### config.mk
export PLATFORM = sky130hd
export DESIGN_NAME = bin2bcd
export DESIGN_NICKNAME = d
export VERILOG_FILES = /design/src/rtl/bin2bcd.sv
export SDC_FILE = /design/constraint.sdc
export NUM_CORES = 1
export LEC_CHECK = 0
export ABC_CLOCK_PERIOD_IN_PS = 1600
export CAP_MARGIN = 10
export CORE_MARGIN = 1.5
export CORE_UTILIZATION = 50
export DETAILED_ROUTE_END_ITERATION = 7
export PLACE_DENSITY = 0.77
export SETUP_SLACK_MARGIN = 0.4
export SLEW_MARGIN = 20
export SYNTH_ARGS = -nofsm -noshare
export SYNTH_HDL_FRONTEND = slang
export SYNTH_SLANG_ARGS = --single-unit
### constraint.sdc
create_clock -name clk -period 1.6 [get_ports clk]
set_input_delay 0.32 -clock clk [delete_from_list [all_inputs] [get_ports clk]]
set_output_delay 0.32 -clock clk [all_outputs]
set_load 0.005 [all_outputs]
### src/rtl/bin2bcd.sv
// bin2bcd: sequential double-dabble binary-to-BCD converter, one input bit per clock.
// Uses the same idle/valid handshake as the serial divider and adds a
// leading-zero blanking mask for the display driver.
module bin2bcd #(
  parameter int unsigned BITS   = 4,
  parameter int unsigned DIGITS = 2
) (
  input  logic                  clk,
  input  logic                  rst_n,
  input  logic [BITS-1:0]       BIN,
  input  logic                  input_vld,
  output logic [4*DIGITS-1:0]   BCD,
  output logic [DIGITS-1:0]     digit_en,
  output logic                  output_vld
);

  localparam int unsigned CntW = $clog2(BITS + 1);
  localparam longint unsigned MaxVal = (64'd1 << BITS) - 64'd1;

  function automatic longint unsigned pow10(int unsigned n);
    longint unsigned p;
    p = 64'd1;
    for (int unsigned i = 0; i < n; i++) begin
      p = p * 64'd10;
    end
    return p;
  endfunction

  // Reject parameterisations whose digit count cannot hold the largest input.
  if (BITS < 1) begin : g_bad_bits
    $error("bin2bcd: BITS must be at least 1");
  end
  if (pow10(DIGITS) <= MaxVal) begin : g_bad_digits
    $error("bin2bcd: DIGITS too small for BITS");
  end

  typedef enum logic {StIdle, StConv} state_e;

  state_e                state_q, state_d;
  logic [BITS-1:0]       sh_q, sh_d;
  logic [CntW-1:0]       cnt_q, cnt_d;
  logic [4*DIGITS-1:0]   bcd_q, bcd_d;
  logic [4*DIGITS-1:0]   bcd_adj;

  // Add-3 correction on every digit >= 5, digits kept independent (no carries).
  always_comb begin
    bcd_adj = bcd_q;
    for (int i = 0; i < int'(DIGITS); i++) begin
      if (bcd_q[4*i +: 4] >= 4'd5) begin
        bcd_adj[4*i +: 4] = bcd_q[4*i +: 4] + 4'd3;
      end
    end
  end

  // Next-state logic: accept in idle, one corrected shift per cycle while converting.
  always_comb begin
    state_d = state_q;
    sh_d    = sh_q;
    cnt_d   = cnt_q;
    bcd_d   = bcd_q;
    unique case (state_q)
      StIdle: begin
        if (input_vld) begin
          sh_d    = BIN;
          bcd_d   = '0;
          cnt_d   = CntW'(BITS);
          state_d = StConv;
        end
      end
      StConv: begin
        bcd_d = {bcd_adj[4*DIGITS-2:0], sh_q[BITS-1]};
        sh_d  = sh_q << 1;
        cnt_d = cnt_q - CntW'(1);
        if (cnt_q == CntW'(1)) begin
          state_d = StIdle;
        end
      end
      default: state_d = StIdle;
    endcase
  end

  // State registers; reset discards any conversion in flight.
  always_ff @(posedge clk or negedge rst_n) begin
    if (!rst_n) begin
      state_q <= StIdle;
      sh_q    <= '0;
      cnt_q   <= '0;
      bcd_q   <= '0;
    end else begin
      state_q <= state_d;
      sh_q    <= sh_d;
      cnt_q   <= cnt_d;
      bcd_q   <= bcd_d;
    end
  end

  // Blanking mask: digit i shown if it or any more significant digit is nonzero.
  always_comb begin
    logic nz;
    digit_en = '0;
    nz       = 1'b0;
    for (int i = int'(DIGITS) - 1; i >= 1; i--) begin
      nz          = nz | (bcd_q[4*i +: 4] != 4'd0);
      digit_en[i] = nz;
    end
    digit_en[0] = 1'b1;
  end

  assign BCD        = bcd_q;
  assign output_vld = (state_q == StIdle);

endmodule

==> qor.yml, run 1 <==
synthesis:
  synth_flop_cell: "dfrtp_1"
  synthTopCellsByCount: "dfrtp_1, nand2_1, inv_1"
  synth_top_area_share_pct: 43.30
  synth_seq_area_share_pct: 43.30
  syn_area_um2: 924.6
  syn_avg_cell_area_um2: 9.435
  synthDistinctLibCells: 34
  postSynthRegisterBits: 16
  synth_most_common_cell: "dfrtp_1"
  async_flop_share_pct: 100.0
  synthCells: 98
  syn_nets: 112
  yosysTopAreaCell: "dfrtp_1"
  synth_edf_count: 0
  yosys-top-cells-area: "dfrtp_1, ha_1, nand2_1"
  yosys_warnings: 0
cts:
  htreeDepth: 1
  clock-sinks: 16
  cts_tree: "built"
  cts_buffers: 3
  clockBufferDepth: 2
  clk_latency_ns: 0.30
  cts_hold_buffers: 0
  cts_root_buf: "clkbuf_4"
  clkTransAtPathRegs_ns: 0.10
timing:
  rsz0062_at_grt: "true"
  hold_viol_final: 0
  max_freq_mhz: 694.5
  slew_violations: 0
  final.period_utilization_pct: 89.99
  setup_tns_ns: 0
  final.setup_skew_ns: 0.004832
  setup_violations: 0
  holdWs_ns: 0.3364
  period_needed_ns: 1.440
critical_path:
  end_kind: "primary output"
  r2r-start: "BCD[4]$_DFFE_PN0P_"
  critPathArrivalTime_ns: 1.12
  startpoint: "BCD[4]$_DFFE_PN0P_"
  critPathCapture: "digit_en[1]"
  worstSetupPathType: "reg2out"
  r2r-end: "BCD[6]$_DFFE_PN0P_"
  crit_path_max_fanout: 2
  r2r_slack_ns: 0.17
  critical_path_required_ns: 1.28
  r2r_cells: 6
  crit_path_start_kind: "register"
floorplanning:
  die_y_um: 46.01
  start_util_pct: 53.55
  die_area_mm2: 0.002116
  row_count: 15
  fp.coreArea_mm2: 0.001727
  die_w_um: 46.01
  pin_count: 18
final_layout:
  n_fill_cell: 113
  fin_nets: 152
  layout.cells.non_filler: 162
  antenna_cells: 0
  drive_above_1_share_pct: 43.07
  syn_to_final_growth_pct: 55.35
  register_area_um2: 400.4
  post-route-util_pct: 83.19
  multi_input_area_um2: 568.0
power:
  ir_worst_vdd_mv: 1.493
  leakage_nw: 0.6667
  power-per-cell-area_mw_per_mm2: 2049
routing:
  vias: 879
  routed_wl_mm: 2.373
  initialDrtViolationCount: 26
  drc: 0
  drt_first_pass_iters: 4
  routedWlPerCell_um: 14.65
  avgViaCountPerCell: 5.426
  detail-route-antenna-nets: 0
outcome:
  outcome: "finished clean"
grt:
  grt_max_degree: 23
  grt_pass1_vias: 836
  track_usage_pct: 26.31
  antenna_found_initial: 0
  overflow: 0
  grt_pass1_wl_mm: 3.850
place:
  gp_congestion: 0.7959
  hpwl_mm: 1.578
  numPortBuffers: 16
  dpl.cell_count: 144
hold_path:
  hold_path_class: "in2async"
flow_run:
  maxCapViolations: 0
routing by layer:
layer | GRT usage [%] | vias up | wire length [µm]
li1 | - | 421 | -
met1 | 33.67 | 432 | 982
met2 | 45.28 | 21 | 1291
met3 | 2.381 | 5 | 61
met4 | 10.29 | 0 | 38
met5 | 0 | - | 0
cells by family after synthesis:
family                   count (synthesis)  synth area share [%]
AO/OA/AOI/OAI                           24                 18.00
XOR/XNOR                                 1                0.9474
multiplexers                             4                 4.330
buffers and inverters                   16                 8.254
flip-flops                              16                 43.30
other                                    1                0.4056
adder cells (fa/ha/maj)                  7                 9.472
AND/OR/NAND/NOR                         29                 15.29
registers in the layout (all words and copies together), names as in the netlist:
signal and cells:
cnt_q 3, sh_q 4, BCD 8, state_q 1
worst min path at each step:
stage	startpoint	to	slack, ns	cells past startpoint
3_5_place_dp	sh_q[0]$_DFFE_PN0P_	sh_q[1]$_DFFE_PN0P_	0.48	2
5_1_grt	rst_n	cnt_q[2]$_DFFE_PN0P_	0.37	2
4_1_cts	rst_n	BCD[6]$_DFFE_PN0P_	0.35	2
2_1_floorplan	rst_n	BCD[0]$_DFFE_PN0P_	0.02	0
3_3_place_gp	sh_q[2]$_DFFE_PN0P_	sh_q[3]$_DFFE_PN0P_	0.48	2
6_report	rst_n	cnt_q[2]$_DFFE_PN0P_	0.34	2
worst max-delay path, cell delays in order, from the launching register on:
cell	delay [ns]
dfrtp_1	0.41
inv_1	0.09
ha_2	0.17
nand2_1	0.04
buf_2	0.12
where the power goes:
group          switching, mW  internal [mW]
combinational          0.913           1.04
sequential             0.123          0.586
clock                  0.140          0.139
total                   1.18           1.77
area by class of cell:
type / count / area share (%)
flip-flops and latches: 16 / 27.87
clock buffers: 4 / 2.526
inverters: 9 / 3.049
well taps: 25 / 2.178
multi-input cells: 66 / 39.55
repair buffers: 42 / 24.83
cell usage in the layout (no fill, tap or decap), drive strengths merged, types with 2 or more instances in the layout:
cell           instances
a2111o                 2
a21oi                  2
a31oi                  2
buf                   35
clkbuf                 5
clkdlybuf4s50          5
dfrtp                 16
ha                     7
inv                    9
mux2i                  4
nand2                 12
nand2b                 2
nand3                  4
nor2                   3
nor2b                  2
nor3b                  3
o21ai                  7
o22ai                  2
o31ai                  2
stage by stage:
stage / total power, mW / worst slack (ns) / area (µm²)
finish: 2.943 / 0.1601 / 1436
global placement: 2.179 / 0.1402 / 1235
detailed placement: 2.262 / 0.08386 / 1235
floorplan: 1.679 / 0.2972 / 996.0
CTS: 2.804 / 0.1754 / 1401
global route: 3.142 / 0.1051 / 1436
repair_timing:
action | in CTS | in global routing
endpoints found under the setup margin | 17 | 17
resized for setup | 58 | 9
pin swaps | 7 | 2
setup buffers | 13 | 1
cloned | 0 | 0
(Power assumes the default switching activity.)
==> run 2: changes to the inputs <==
--- a/config.mk
+++ b/config.mk
@@ -6,12 +6,12 @@
 export NUM_CORES = 1
 export LEC_CHECK = 0
 export ABC_CLOCK_PERIOD_IN_PS = 1600
-export CAP_MARGIN = 10
 export CORE_MARGIN = 1.5
 export CORE_UTILIZATION = 50
 export DETAILED_ROUTE_END_ITERATION = 7
 export PLACE_DENSITY = 0.77
 export SETUP_SLACK_MARGIN = 0.4
+export SKIP_LAST_GASP = 1
 export SLEW_MARGIN = 20
 export SYNTH_ARGS = -nofsm -noshare
 export SYNTH_HDL_FRONTEND = slang
==> constraint.sdc (replaced) <==
create_clock -name clk -period 1.6 [get_ports clk]
set_input_delay 0.32 -clock clk [delete_from_list [all_inputs] [get_ports clk]]
set_output_delay 0.32 -clock clk [all_outputs]
set_load 0.01 [all_outputs]
==> qor.yml, run 2 (synthesis gave the netlist of run 1 again) <==
routing:
  initialDrtViolationCount: 17  # -35%
  routed_wl_mm: 2.268  # -4.4%
  vias: 840  # -4.4%
  routedWlPerCell_um: 14.26  # -2.6%
  avgViaCountPerCell: 5.283  # -2.6%
  detail-route-antenna-nets: 0  # unchanged
  drt_first_pass_iters: 4  # unchanged
  drc: 0  # unchanged
timing:
  slew_violations: 0  # unchanged
  hold_viol_final: 0  # unchanged
  final.period_utilization_pct: 87.49  # -2.5 points
  max_freq_mhz: 714.4  # +2.9%
  setup_violations: 0  # unchanged
  rsz0062_at_grt: "true"
  setup_tns_ns: 0  # unchanged
  period_needed_ns: 1.400  # -0.04008 ns
  final.setup_skew_ns: 0.001656  # -0.003177 ns
floorplanning:
  row_count: 15  # unchanged
  pin_count: 18  # unchanged
  start_util_pct: 53.55  # unchanged
  die_area_mm2: 0.002116  # unchanged
  die_y_um: 46.01  # unchanged
  fp.coreArea_mm2: 0.001727  # unchanged
  die_w_um: 46.01  # unchanged
cts:
  clock-sinks: 16  # unchanged
  clk_latency_ns: 0.29  # about the same
  cts_tree: "built"
  cts_buffers: 3  # unchanged
  htreeDepth: 1  # unchanged
  clockBufferDepth: 2  # unchanged
  cts_root_buf: "clkbuf_4"
  clkTransAtPathRegs_ns: 0.10  # about the same
grt:
  grt_pass1_vias: 832  # -0.48%
  track_usage_pct: 23.76  # -2.6 points
  overflow: 0  # unchanged
  antenna_found_initial: 0  # unchanged
  grt_pass1_wl_mm: 3.539  # -8.1%
  grt_max_degree: 23  # unchanged
outcome:
  outcome: "finished clean"
critical_path:
  r2r_cells: 6  # unchanged
  end_kind: "primary output"
  r2r_slack_ns: 0.21  # +0.04 ns
  crit_path_start_kind: "register"
  critical_path_required_ns: 1.28  # about the same
  critPathBufInv: 2  # unchanged
  r2r-end: "BCD[6]$_DFFE_PN0P_"
  crit_chain: "inv_4, ha_4, nand2_1, buf_2"
  cpLargestDelayFamily: "flip-flops"
  critPathArrivalTime_ns: 1.08  # -0.04 ns
  r2r-start: "BCD[5]$_DFFE_PN0P_"
  crit_path_max_fanout: 2  # unchanged
  critPathSlowestCell: "dfrtp_2"
  worstSetupPathType: "reg2out"
  slowest_delay_ns: 0.44  # +0.03 ns
final_layout:
  layout_common_cells: "buf_4, dfrtp_1, nand2_1, buf_6, buf_2"
  layout.cells.non_filler: 159  # -1.9%
  post-route-util_pct: 83.12  # about the same
  layout_commonest_cell: "buf_4"
  syn_to_final_growth_pct: 55.21  # about the same
  largest_reg_flops: 8  # unchanged
  fin_nets: 149  # -2.0%
  antenna_cells: 0  # unchanged
  fin_area_mm2: 0.001435  # about the same
  drive_above_1_share_pct: 47.01  # +3.9 points
place:
  gp_congestion: 0.7819  # -1.8%
  numPortBuffers: 16  # unchanged
  place_area_mm2: 0.001265  # +2.4%
  hpwl_mm: 1.414  # -10%
  dpl.cell_count: 143  # -0.69%
flow_run:
  maxCapViolations: 0  # unchanged
power:
  ir_worst_vdd_mv: 1.537  # +3.0%
  power-per-cell-area_mw_per_mm2: 2064  # +0.72%
  leakage_nw: 0.6460  # -3.1%
hold_path:
  hold_path_class: "in2async"
[run 2: routing by layer]
metal | wire length, µm | GRT usage [%] | vias up
li1 | - | - | 415
met1 | 945 | 28.04 | 400
met2 | 1223 | 42.78 | 21
met3 | 74 | 2.381 | 4
met4 | 25 | 10.29 | 0
met5 | 0 | 0 | -
[run 2: cell type report]
cell class | instances | area [µm²]
inverter | 9 | 46.29
timing repair buffer | 39 | 322.8
fill | 107 | 291.5
sequential | 16 | 405.4
clock buffer | 4 | 36.28
multi-input combinational | 66 | 593.1
tap | 25 | 31.28
[run 2: worst max path at each step]
stage	start	to	slack (ns)	cells after the start
finish	BCD[5]$_DFFE_PN0P_	digit_en[1]	0.20	4
global route	BCD[4]$_DFFE_PN0P_	digit_en[1]	0.13	4
CTS	BCD[4]$_DFFE_PN0P_	BCD[6]$_DFFE_PN0P_	0.20	5
detailed placement	input_vld	sh_q[2]$_DFFE_PN0P_	0.04	4
global placement	input_vld	sh_q[1]$_DFFE_PN0P_	0.11	4
floorplan	BCD[5]$_DFFE_PN0P_	BCD[6]$_DFFE_PN0P_	0.32	5
[run 2: metrics by stage]
step | worst slack [ns] | hold slack (ns) | total power [mW]
global placement | 0.1085 | 0.4714 | 2.291
CTS | 0.1995 | 0.3557 | 2.712
detailed placement | 0.03552 | 0.4781 | 2.342
global route | 0.1299 | 0.3609 | 3.164
finish | 0.2002 | 0.3532 | 2.962
floorplan | 0.3150 | 0.02441 | 1.803
[run 2: what timing repair did]
item | in CTS | in global routing
buffers inserted | 9 | 3
setup endpoints to repair | 19 | 12
hold buffers | 0 | 0
pin swaps | 5 | 2
gates resized for setup | 50 | 13
endpoints found under the hold margin | 0 | 0
[run 2: power by group]
| group | switching [mW] | internal (mW) |
|---|---|---|
| Sequential | 0.118 | 0.594 |
| Clock | 0.134 | 0.139 |
| Combinational | 0.966 | 1.01 |
| Total | 1.22 | 1.74 |
